`config.mk`:
```
export PLATFORM = sky130hd
export DESIGN_NAME = doitgen_operand_packer
export DESIGN_NICKNAME = d
export VERILOG_FILES = /design/src/rtl/doitgen_operand_packer.sv
export SDC_FILE = /design/constraint.sdc
export NUM_CORES = 1
export LEC_CHECK = 0
export CAP_MARGIN = 20
export CORE_UTILIZATION = 32
export DETAILED_ROUTE_END_ITERATION = 7
export GPL_TIMING_DRIVEN = 0
export MAX_ROUTING_LAYER = met4
export PLACE_DENSITY = 0.68
export SYNTH_ARGS = -nofsm -noshare
export SYNTH_HDL_FRONTEND = slang
export SYNTH_SLANG_ARGS = --single-unit
export TNS_END_PERCENT = 100
```
`constraint.sdc`:
```
create_clock -name clk -period 1.35 [get_ports clk]
set_input_delay 0.135 -clock clk [delete_from_list [all_inputs] [get_ports clk]]
set_output_delay 0.135 -clock clk [all_outputs]
set_load 0.005 [all_outputs]
```
`src/rtl/doitgen_operand_packer.sv`:
```
// -----------------------------------------------------------------------------
// doitgen_operand_packer
//
// Writer-side front end for the doitgen kernel. A serial stream of ELEM_W-bit
// elements arrives over a valid/ready handshake: first the NR x NQ x NP A
// tensor, then the NP x NP X matrix. Elements are shifted into flat operand
// words, with the first element ending up in the MSBs. The completed pair is
// then presented with its own valid/ready handshake.
//
// Optional feature (macro DOITGEN_PACK_FRAME_CHECK_EN):
//   This adds the in_last input and the frame_err output. An accepted element
//   whose in_last bit does not match "final X element" is dropped. The frame
//   is discarded, and frame_err pulses for one cycle.
//
// Ports:
//   clk        clock, rising edge
//   rst        synchronous active-high reset (priority over flush)
//   flush      synchronous abort of the current frame
//   in_valid   input element valid
//   in_ready   packer can accept an element (LOAD_A / LOAD_X)
//   in_data    element value
//   in_last    (feature only) marks the final X element of a frame
//   frame_err  (feature only) one-cycle framing error pulse
//   out_valid  a_out/x_out hold a complete frame
//   out_ready  consumer takes the frame
//   a_out      packed A, element [0][0][0] in the MSBs
//   x_out      packed X, element [0][0] in the MSBs
//   elem_cnt   elements accepted in the current frame
// -----------------------------------------------------------------------------
module doitgen_operand_packer #(
    parameter  int ELEM_W = 8,
    parameter  int NR     = 2,
    parameter  int NQ     = 2,
    parameter  int NP     = 2,
    localparam int A_W    = NR * NQ * NP * ELEM_W,
    localparam int X_W    = NP * NP * ELEM_W,
    localparam int CNT_W  = $clog2(NR * NQ * NP + NP * NP + 1)
) (
    input  logic              clk,
    input  logic              rst,
    input  logic              flush,
    input  logic              in_valid,
    output logic              in_ready,
    input  logic [ELEM_W-1:0] in_data,
`ifdef DOITGEN_PACK_FRAME_CHECK_EN
    input  logic              in_last,
    output logic              frame_err,
`endif
    output logic              out_valid,
    input  logic              out_ready,
    output logic [A_W-1:0]    a_out,
    output logic [X_W-1:0]    x_out,
    output logic [CNT_W-1:0]  elem_cnt
);

    localparam int A_N = NR * NQ * NP;
    localparam int TOT = A_N + NP * NP;
    localparam logic [CNT_W-1:0] LAST_A = CNT_W'(A_N - 1);
    localparam logic [CNT_W-1:0] LAST_X = CNT_W'(TOT - 1);

    typedef enum logic [1:0] {
        LOAD_A  = 2'd0,
        LOAD_X  = 2'd1,
        PRESENT = 2'd2
    } state_t;

    state_t             state_q;
    logic [A_W-1:0]     a_q;
    logic [X_W-1:0]     x_q;
    logic [CNT_W-1:0]   cnt_q;
    logic               out_valid_q;
    logic               accept;
    logic               framing_ok;

    // in_ready is combinational from the state register. It is held low while
    // reset is asserted, because the state register is not yet defined then.
    assign in_ready = !rst && (state_q != PRESENT);

    // A flush edge swallows whatever element is presented in that cycle.
    assign accept   = in_valid && in_ready && !flush;

`ifdef DOITGEN_PACK_FRAME_CHECK_EN
    logic frame_err_q;

    // in_last must be high on the final X element and low everywhere else.
    assign framing_ok = (in_last == (cnt_q == LAST_X));
    assign frame_err  = frame_err_q;
`else
    assign framing_ok = 1'b1;
`endif

    always_ff @(posedge clk) begin
        if (rst) begin
            state_q     <= LOAD_A;
            a_q         <= '0;
            x_q         <= '0;
            cnt_q       <= '0;
            out_valid_q <= 1'b0;
`ifdef DOITGEN_PACK_FRAME_CHECK_EN
            frame_err_q <= 1'b0;
`endif
        end else if (flush) begin
            // Operand registers are intentionally left untouched.
            state_q     <= LOAD_A;
            cnt_q       <= '0;
            out_valid_q <= 1'b0;
`ifdef DOITGEN_PACK_FRAME_CHECK_EN
            frame_err_q <= 1'b0;
`endif
        end else begin
`ifdef DOITGEN_PACK_FRAME_CHECK_EN
            frame_err_q <= 1'b0;
`endif
            case (state_q)
                LOAD_A: begin
                    if (accept) begin
                        if (!framing_ok) begin
`ifdef DOITGEN_PACK_FRAME_CHECK_EN
                            frame_err_q <= 1'b1;
`endif
                            cnt_q   <= '0;
                        end else begin
                            // Shift-in form keeps the first element in the MSBs.
                            a_q     <= (a_q << ELEM_W) | A_W'(in_data);
                            cnt_q   <= cnt_q + 1'b1;
                            if (cnt_q == LAST_A) begin
                                state_q <= LOAD_X;
                            end
                        end
                    end
                end
                LOAD_X: begin
                    if (accept) begin
                        if (!framing_ok) begin
`ifdef DOITGEN_PACK_FRAME_CHECK_EN
                            frame_err_q <= 1'b1;
`endif
                            state_q <= LOAD_A;
                            cnt_q   <= '0;
                        end else begin
                            x_q     <= (x_q << ELEM_W) | X_W'(in_data);
                            cnt_q   <= cnt_q + 1'b1;
                            if (cnt_q == LAST_X) begin
                                state_q     <= PRESENT;
                                out_valid_q <= 1'b1;
                            end
                        end
                    end
                end
                PRESENT: begin
                    // out_valid_q is always set in this state.
                    if (out_ready) begin
                        state_q     <= LOAD_A;
                        cnt_q       <= '0;
                        out_valid_q <= 1'b0;
                    end
                end
                default: begin
                    state_q     <= LOAD_A;
                    cnt_q       <= '0;
                    out_valid_q <= 1'b0;
                end
            endcase
        end
    end

    assign out_valid = out_valid_q;
    assign a_out     = a_q;
    assign x_out     = x_q;
    assign elem_cnt  = cnt_q;

endmodule

```
==> impl_results.rst <==
.. list-table::
   :header-rows: 1

   * - Metric
     - Value
   * - Result of the run
     - finished, final reports clean
   * - Number of clock sinks seen by CTS
     - 103
   * - Met1 wire length
     - 5899 µm
   * - Peak supply drop
     - 0.0006132 V
   * - Register-to-register setup slack
     - 0.008 ns
   * - Main combinational cell family by area after synthesis
     - compound AO/OA/AOI/OAI gates
   * - Post-layout worst setup margin
     - 0.007845 ns
   * - Net switching power figure
     - 1.366 mW
   * - Starting density of the core
     - 33.21%
   * - Highest net fanout along the worst path
     - 10
   * - Number of optimization iterations in the first detailed-route pass
     - 5
   * - Share of the clock period used by the worst path after layout
     - 99.42%
   * - Synthesized-area fraction occupied by xor and xnor cells
     - 0.4337%
   * - Cell count after synthesis
     - 485
   * - Clock network power share
     - 43.1%
   * - Initial antenna violation count
     - 0
   * - Fraction of synthesized cell area taken by the top area cell type
     - 51.05%
   * - Sequential share of the synthesized area
     - 51.05%
   * - Final hold violations
     - 0
   * - Number of cells in the finished layout apart from fillers
     - 796
   * - Gr ovfl total
     - 0
   * - MaxCap Viol Count
     - 0
   * - Core Rows
     - 40
   * - End of the worst register-to-register path
     - a_out[60]$_SDFFE_PP0P_
   * - Leakage power summed over all cells
     - 2.658 nW
   * - Startpoint-to-endpoint class of the critical path
     - reg -> reg
   * - Worst rel slew slack
     - 64.02%
   * - Clock latency at the later pin of the worst-skew pair
     - 0.34 ns
   * - Fill cell count
     - 1167
   * - Post-DR vias/cell
     - 5.260
   * - Cell Area, Synth
     - 0.004039 mm²
   * - Beginning of the critical path
     - state_q[1]$_SDFFE_PP0P_
   * - Area growth syn-to-layout
     - 51.08%
   * - Area inside the core boundary
     - 0.01216 mm²
   * - Cell taking the most area after synthesis
     - sky130_fd_sc_hd__dfxtp_1
   * - Post-synth net total
     - 499
   * - Fraction of synthesis flops using an asynchronous set or reset pin
     - 0%
   * - Clock input transition at the sequential cells of the worst setup and hold paths
     - 0.07 ns
   * - Metal3 WL
     - 750 µm
   * - Via count of the first global-routing pass
     - 3845
   * - Internal cell power
     - 4.468 mW
   * - Number of nets at the end of the flow
     - 637
   * - Share of synthesized area spent on multiplexers
     - 0.2478%
   * - CTS HTree Levels
     - 3
   * - Die Height
     - 114.3 µm
   * - Main synth FF type
     - sky130_fd_sc_hd__dfxtp_1
   * - Detail Placement HPWL
     - 9037 µm
   * - Signal arrival time at the worst endpoint
     - 1.53 ns
   * - Worst min-delay path category
     - in -> reg
   * - Critical path capture point type
     - register
   * - Die outline area
     - 0.01307 mm²
   * - Setup-violating endpoint count in the final report
     - 0
   * - Clock Skews
     - 0.01154 ns
   * - Overall via count from detail_route
     - 4187
   * - Buffer type at the clock tree root
     - sky130_fd_sc_hd__clkbuf_16
   * - Simple-gate share of the synthesized area
     - 15.15%
   * - FF+latch count, synth
     - 103
   * - Number of buffer cells added on primary ports
     - 112
   * - Worst hold slack after final layout
     - 0.1359 ns
   * - Nature of the critical path startpoint
     - register
   * - Total wire length after detailed routing
     - 12790 µm
   * - Proportion of layout cells with a drive suffix above 1
     - 25.96%
   * - Termination of the worst setup path
     - a_out[60]$_SDFFE_PP0P_
   * - Number of slew-limit violations in the final report
     - 0
   * - Count of hold-fix buffers inserted at cts
     - 0
   * - Unrepaired setup endpoints after global routing
     - true
   * - EDFF count, synth
     - 0
   * - Number of design-rule violations left by the first detailed-router iteration
     - 305
   * - Count of synthesis-stage warnings from yosys
     - 0
   * - Last weighted congestion value of the routability-driven placer
     - 0.8473
   * - Time the final worst path needs with I/O delays and setup
     - 1.342 ns
   * - Pre-CTS setup slack
     - -0.6464 ns
   * - Startpoint of the worst register-to-register path
     - state_q[1]$_SDFFE_PP0P_
   * - Highest attainable clock frequency
     - 0.7451 GHz
   * - Length of routed met2 wiring
     - 5960 µm
   * - Post-DR wirelength/cell
     - 16.06 µm
   * - Maximum number of pins on one net before global-route repair
     - 19
   * - Number of buffers created by CTS
     - 9
   * - Setup total negative slack
     - 0 ns
   * - Maximum clock path buffer count
     - 2
   * - Transition at the pin with the smallest max-transition slack
     - 0.5396 ns
   * - Cells taking the most area after synthesis
     - sky130_fd_sc_hd__dfxtp_1 (51%), sky130_fd_sc_hd__a21oi_1 (12%), sky130_fd_sc_hd__nand3_1 (12%)
   * - Net Sw Frac
     - 23.42%
   * - Synth Area in Adders
     - 0.3098%
   * - Register share of total power
     - 52.3%
   * - Number of antenna diodes
     - 0
   * - Per-instance average area after synthesis
     - 8.328 µm²
   * - Cell depth of the worst flop-to-flop path
     - 4
   * - Number of nets with antenna violations after routing
     - 0
   * - Num ports
     - 115
   * - Global-route usage over all layers
     - 19.45%
   * - Compound-gate portion of the synthesized area
     - 25.81%
   * - Remaining DRCs
     - 0
   * - # placed instances
     - 765
   * - Pwr dens
     - 956.0 mW/mm²
   * - Die Width
     - 114.3 µm
   * - Wire length of the first global-routing pass
     - 19580 µm
   * - Distinct cell type count after synthesis
     - 32
   * - Highest metal layer used by the detailed router
     - met4
   * - Required time at the worst-slack endpoint
     - 1.54 ns
   * - CTS tree
     - done
   * - Share of total power in combinational logic
     - 4.6%
cells in the final DEF (no fill, tap or decap), types with 2 or more instances in the layout:
master | Yosys | routed
sky130_fd_sc_hd__clkdlybuf4s50_1 | 0 | 63
sky130_fd_sc_hd__inv_8 | 0 | 2
sky130_fd_sc_hd__nand2_1 | 4 | 4
sky130_fd_sc_hd__a31oi_1 | 4 | 4
sky130_fd_sc_hd__nand3_1 | 96 | 96
sky130_fd_sc_hd__o32a_1 | 2 | 2
sky130_fd_sc_hd__o21ai_2 | 0 | 2
sky130_fd_sc_hd__buf_4 | 4 | 21
sky130_fd_sc_hd__clkbuf_8 | 0 | 2
sky130_fd_sc_hd__dfxtp_1 | 103 | 27
sky130_fd_sc_hd__o21ai_1 | 40 | 46
sky130_fd_sc_hd__buf_2 | 7 | 7
sky130_fd_sc_hd__a21oi_1 | 98 | 91
sky130_fd_sc_hd__buf_6 | 6 | 10
sky130_fd_sc_hd__dfxtp_2 | 0 | 70
sky130_fd_sc_hd__clkbuf_2 | 0 | 10
sky130_fd_sc_hd__dfxtp_4 | 0 | 6
sky130_fd_sc_hd__nor3b_1 | 2 | 2
sky130_fd_sc_hd__clkinvlp_4 | 0 | 3
sky130_fd_sc_hd__xnor2_1 | 2 | 2
sky130_fd_sc_hd__dlygate4sd2_1 | 0 | 13
sky130_fd_sc_hd__clkbuf_4 | 0 | 5
sky130_fd_sc_hd__a21oi_2 | 0 | 7
sky130_fd_sc_hd__dlymetal6s2s_1 | 0 | 35
sky130_fd_sc_hd__o21ai_0 | 58 | 50
sky130_fd_sc_hd__clkbuf_16 | 0 | 9
sky130_fd_sc_hd__clkbuf_1 | 38 | 17
sky130_fd_sc_hd__nor2_1 | 3 | 3
metal layers:
layer	GRT usage, %	up-vias
met5	-	-
met4	6.320	0
met3	3.017	19
met2	30.22	155
met1	25.88	1994
li1	-	2019
state kept, by name, indices dropped and copies added (netlist names):
name / cells
x_out: 32
elem_cnt: 4
out_valid: 1
state_q: 2
a_out: 64
critical path, stage by stage, from the launching register on:
cell	delay (ns)
sky130_fd_sc_hd__dfxtp_4	0.38
sky130_fd_sc_hd__or2_4	0.31
sky130_fd_sc_hd__clkbuf_4	0.21
sky130_fd_sc_hd__o21ai_0	0.21
sky130_fd_sc_hd__a21oi_1	0.09
area by class of cell:
class | count | area, µm² | share of cell area (%)
tap | 168 | 210.2 | 3.445
clock buffer | 10 | 239.0 | 3.916
timing repair buffer | 128 | 1320 | 21.63
clock inverter | 6 | 53.80 | 0.8817
sequential | 103 | 2172 | 35.60
inverter | 1 | 3.754 | 0.06151
multi-input combinational | 325 | 1750 | 28.69
buffer | 55 | 352.8 | 5.782
timing repair:
action | CTS | global route
buffers inserted | 5 | 11
endpoints found under the setup margin | 172 | 103
pin swaps | 2 | 2
resized for setup | 125 | 81
worst min path at each step:
stage / to / slack [ns] / start / depth (start not counted)
2_1_floorplan: a_out[0]$_SDFFE_PP0P_ / 0.28 / in_data[0] / 2
3_3_place_gp: state_q[1]$_SDFFE_PP0P_ / 0.46 / in_valid / 3
3_5_place_dp: a_out[57]$_SDFFE_PP0P_ / 0.47 / a_out[57]$_SDFFE_PP0P_ / 2
4_1_cts: state_q[1]$_SDFFE_PP0P_ / 0.13 / in_valid / 3
5_1_grt: state_q[1]$_SDFFE_PP0P_ / 0.15 / in_valid / 3
6_report: state_q[1]$_SDFFE_PP0P_ / 0.14 / in_valid / 3
power by group through the flow:
stage	sequential (mW)	clock, mW	combinational, mW
5_1_grt	3.05	2.70	0.288
3_3_place_gp	3.13	0	0.256
4_1_cts	3.05	2.55	0.263
6_report	3.05	2.52	0.267
2_1_floorplan	3.13	0	0.144
3_5_place_dp	3.13	0	0.260
metrics by stage:
stage          utilization (%)  cell area, µm²  power, mW
2_1_floorplan                -            4039      3.272
3_3_place_gp             44.16            5370      3.387
3_5_place_dp             44.16            5370      3.391
4_1_cts                  48.15            5856      5.864
5_1_grt                  50.17            6102      6.043
6_report                 50.17            6102      5.834
Yosys cell counts, types with 2 or more instances:
| library cell | number |
|---|---|
| sky130_fd_sc_hd__o21ai_1 | 40 |
| sky130_fd_sc_hd__nor3b_1 | 2 |
| sky130_fd_sc_hd__xnor2_1 | 2 |
| sky130_fd_sc_hd__nand2_1 | 4 |
| sky130_fd_sc_hd__nor2_1 | 3 |
| sky130_fd_sc_hd__or2_2 | 2 |
| sky130_fd_sc_hd__o21ai_0 | 58 |
| sky130_fd_sc_hd__a21oi_1 | 98 |
| sky130_fd_sc_hd__nand3_1 | 96 |
| sky130_fd_sc_hd__buf_2 | 7 |
| sky130_fd_sc_hd__buf_4 | 4 |
| sky130_fd_sc_hd__buf_6 | 6 |
| sky130_fd_sc_hd__dfxtp_1 | 103 |
| sky130_fd_sc_hd__o32a_1 | 2 |
| sky130_fd_sc_hd__clkbuf_1 | 38 |
| sky130_fd_sc_hd__a31oi_1 | 4 |
cells by family (layout without fill, tap and decap cells):
family,Yosys count,in the layout
AOI/OAI and AO/OA,204,204
and+or+nand+nor,117,117
DFF,103,103
buffers and inverters,57,200
xor gates and xnor gates,2,2
adders and majority gates,1,1
muxes,1,1
Note: power is estimated with default switching activity, not from simulation.
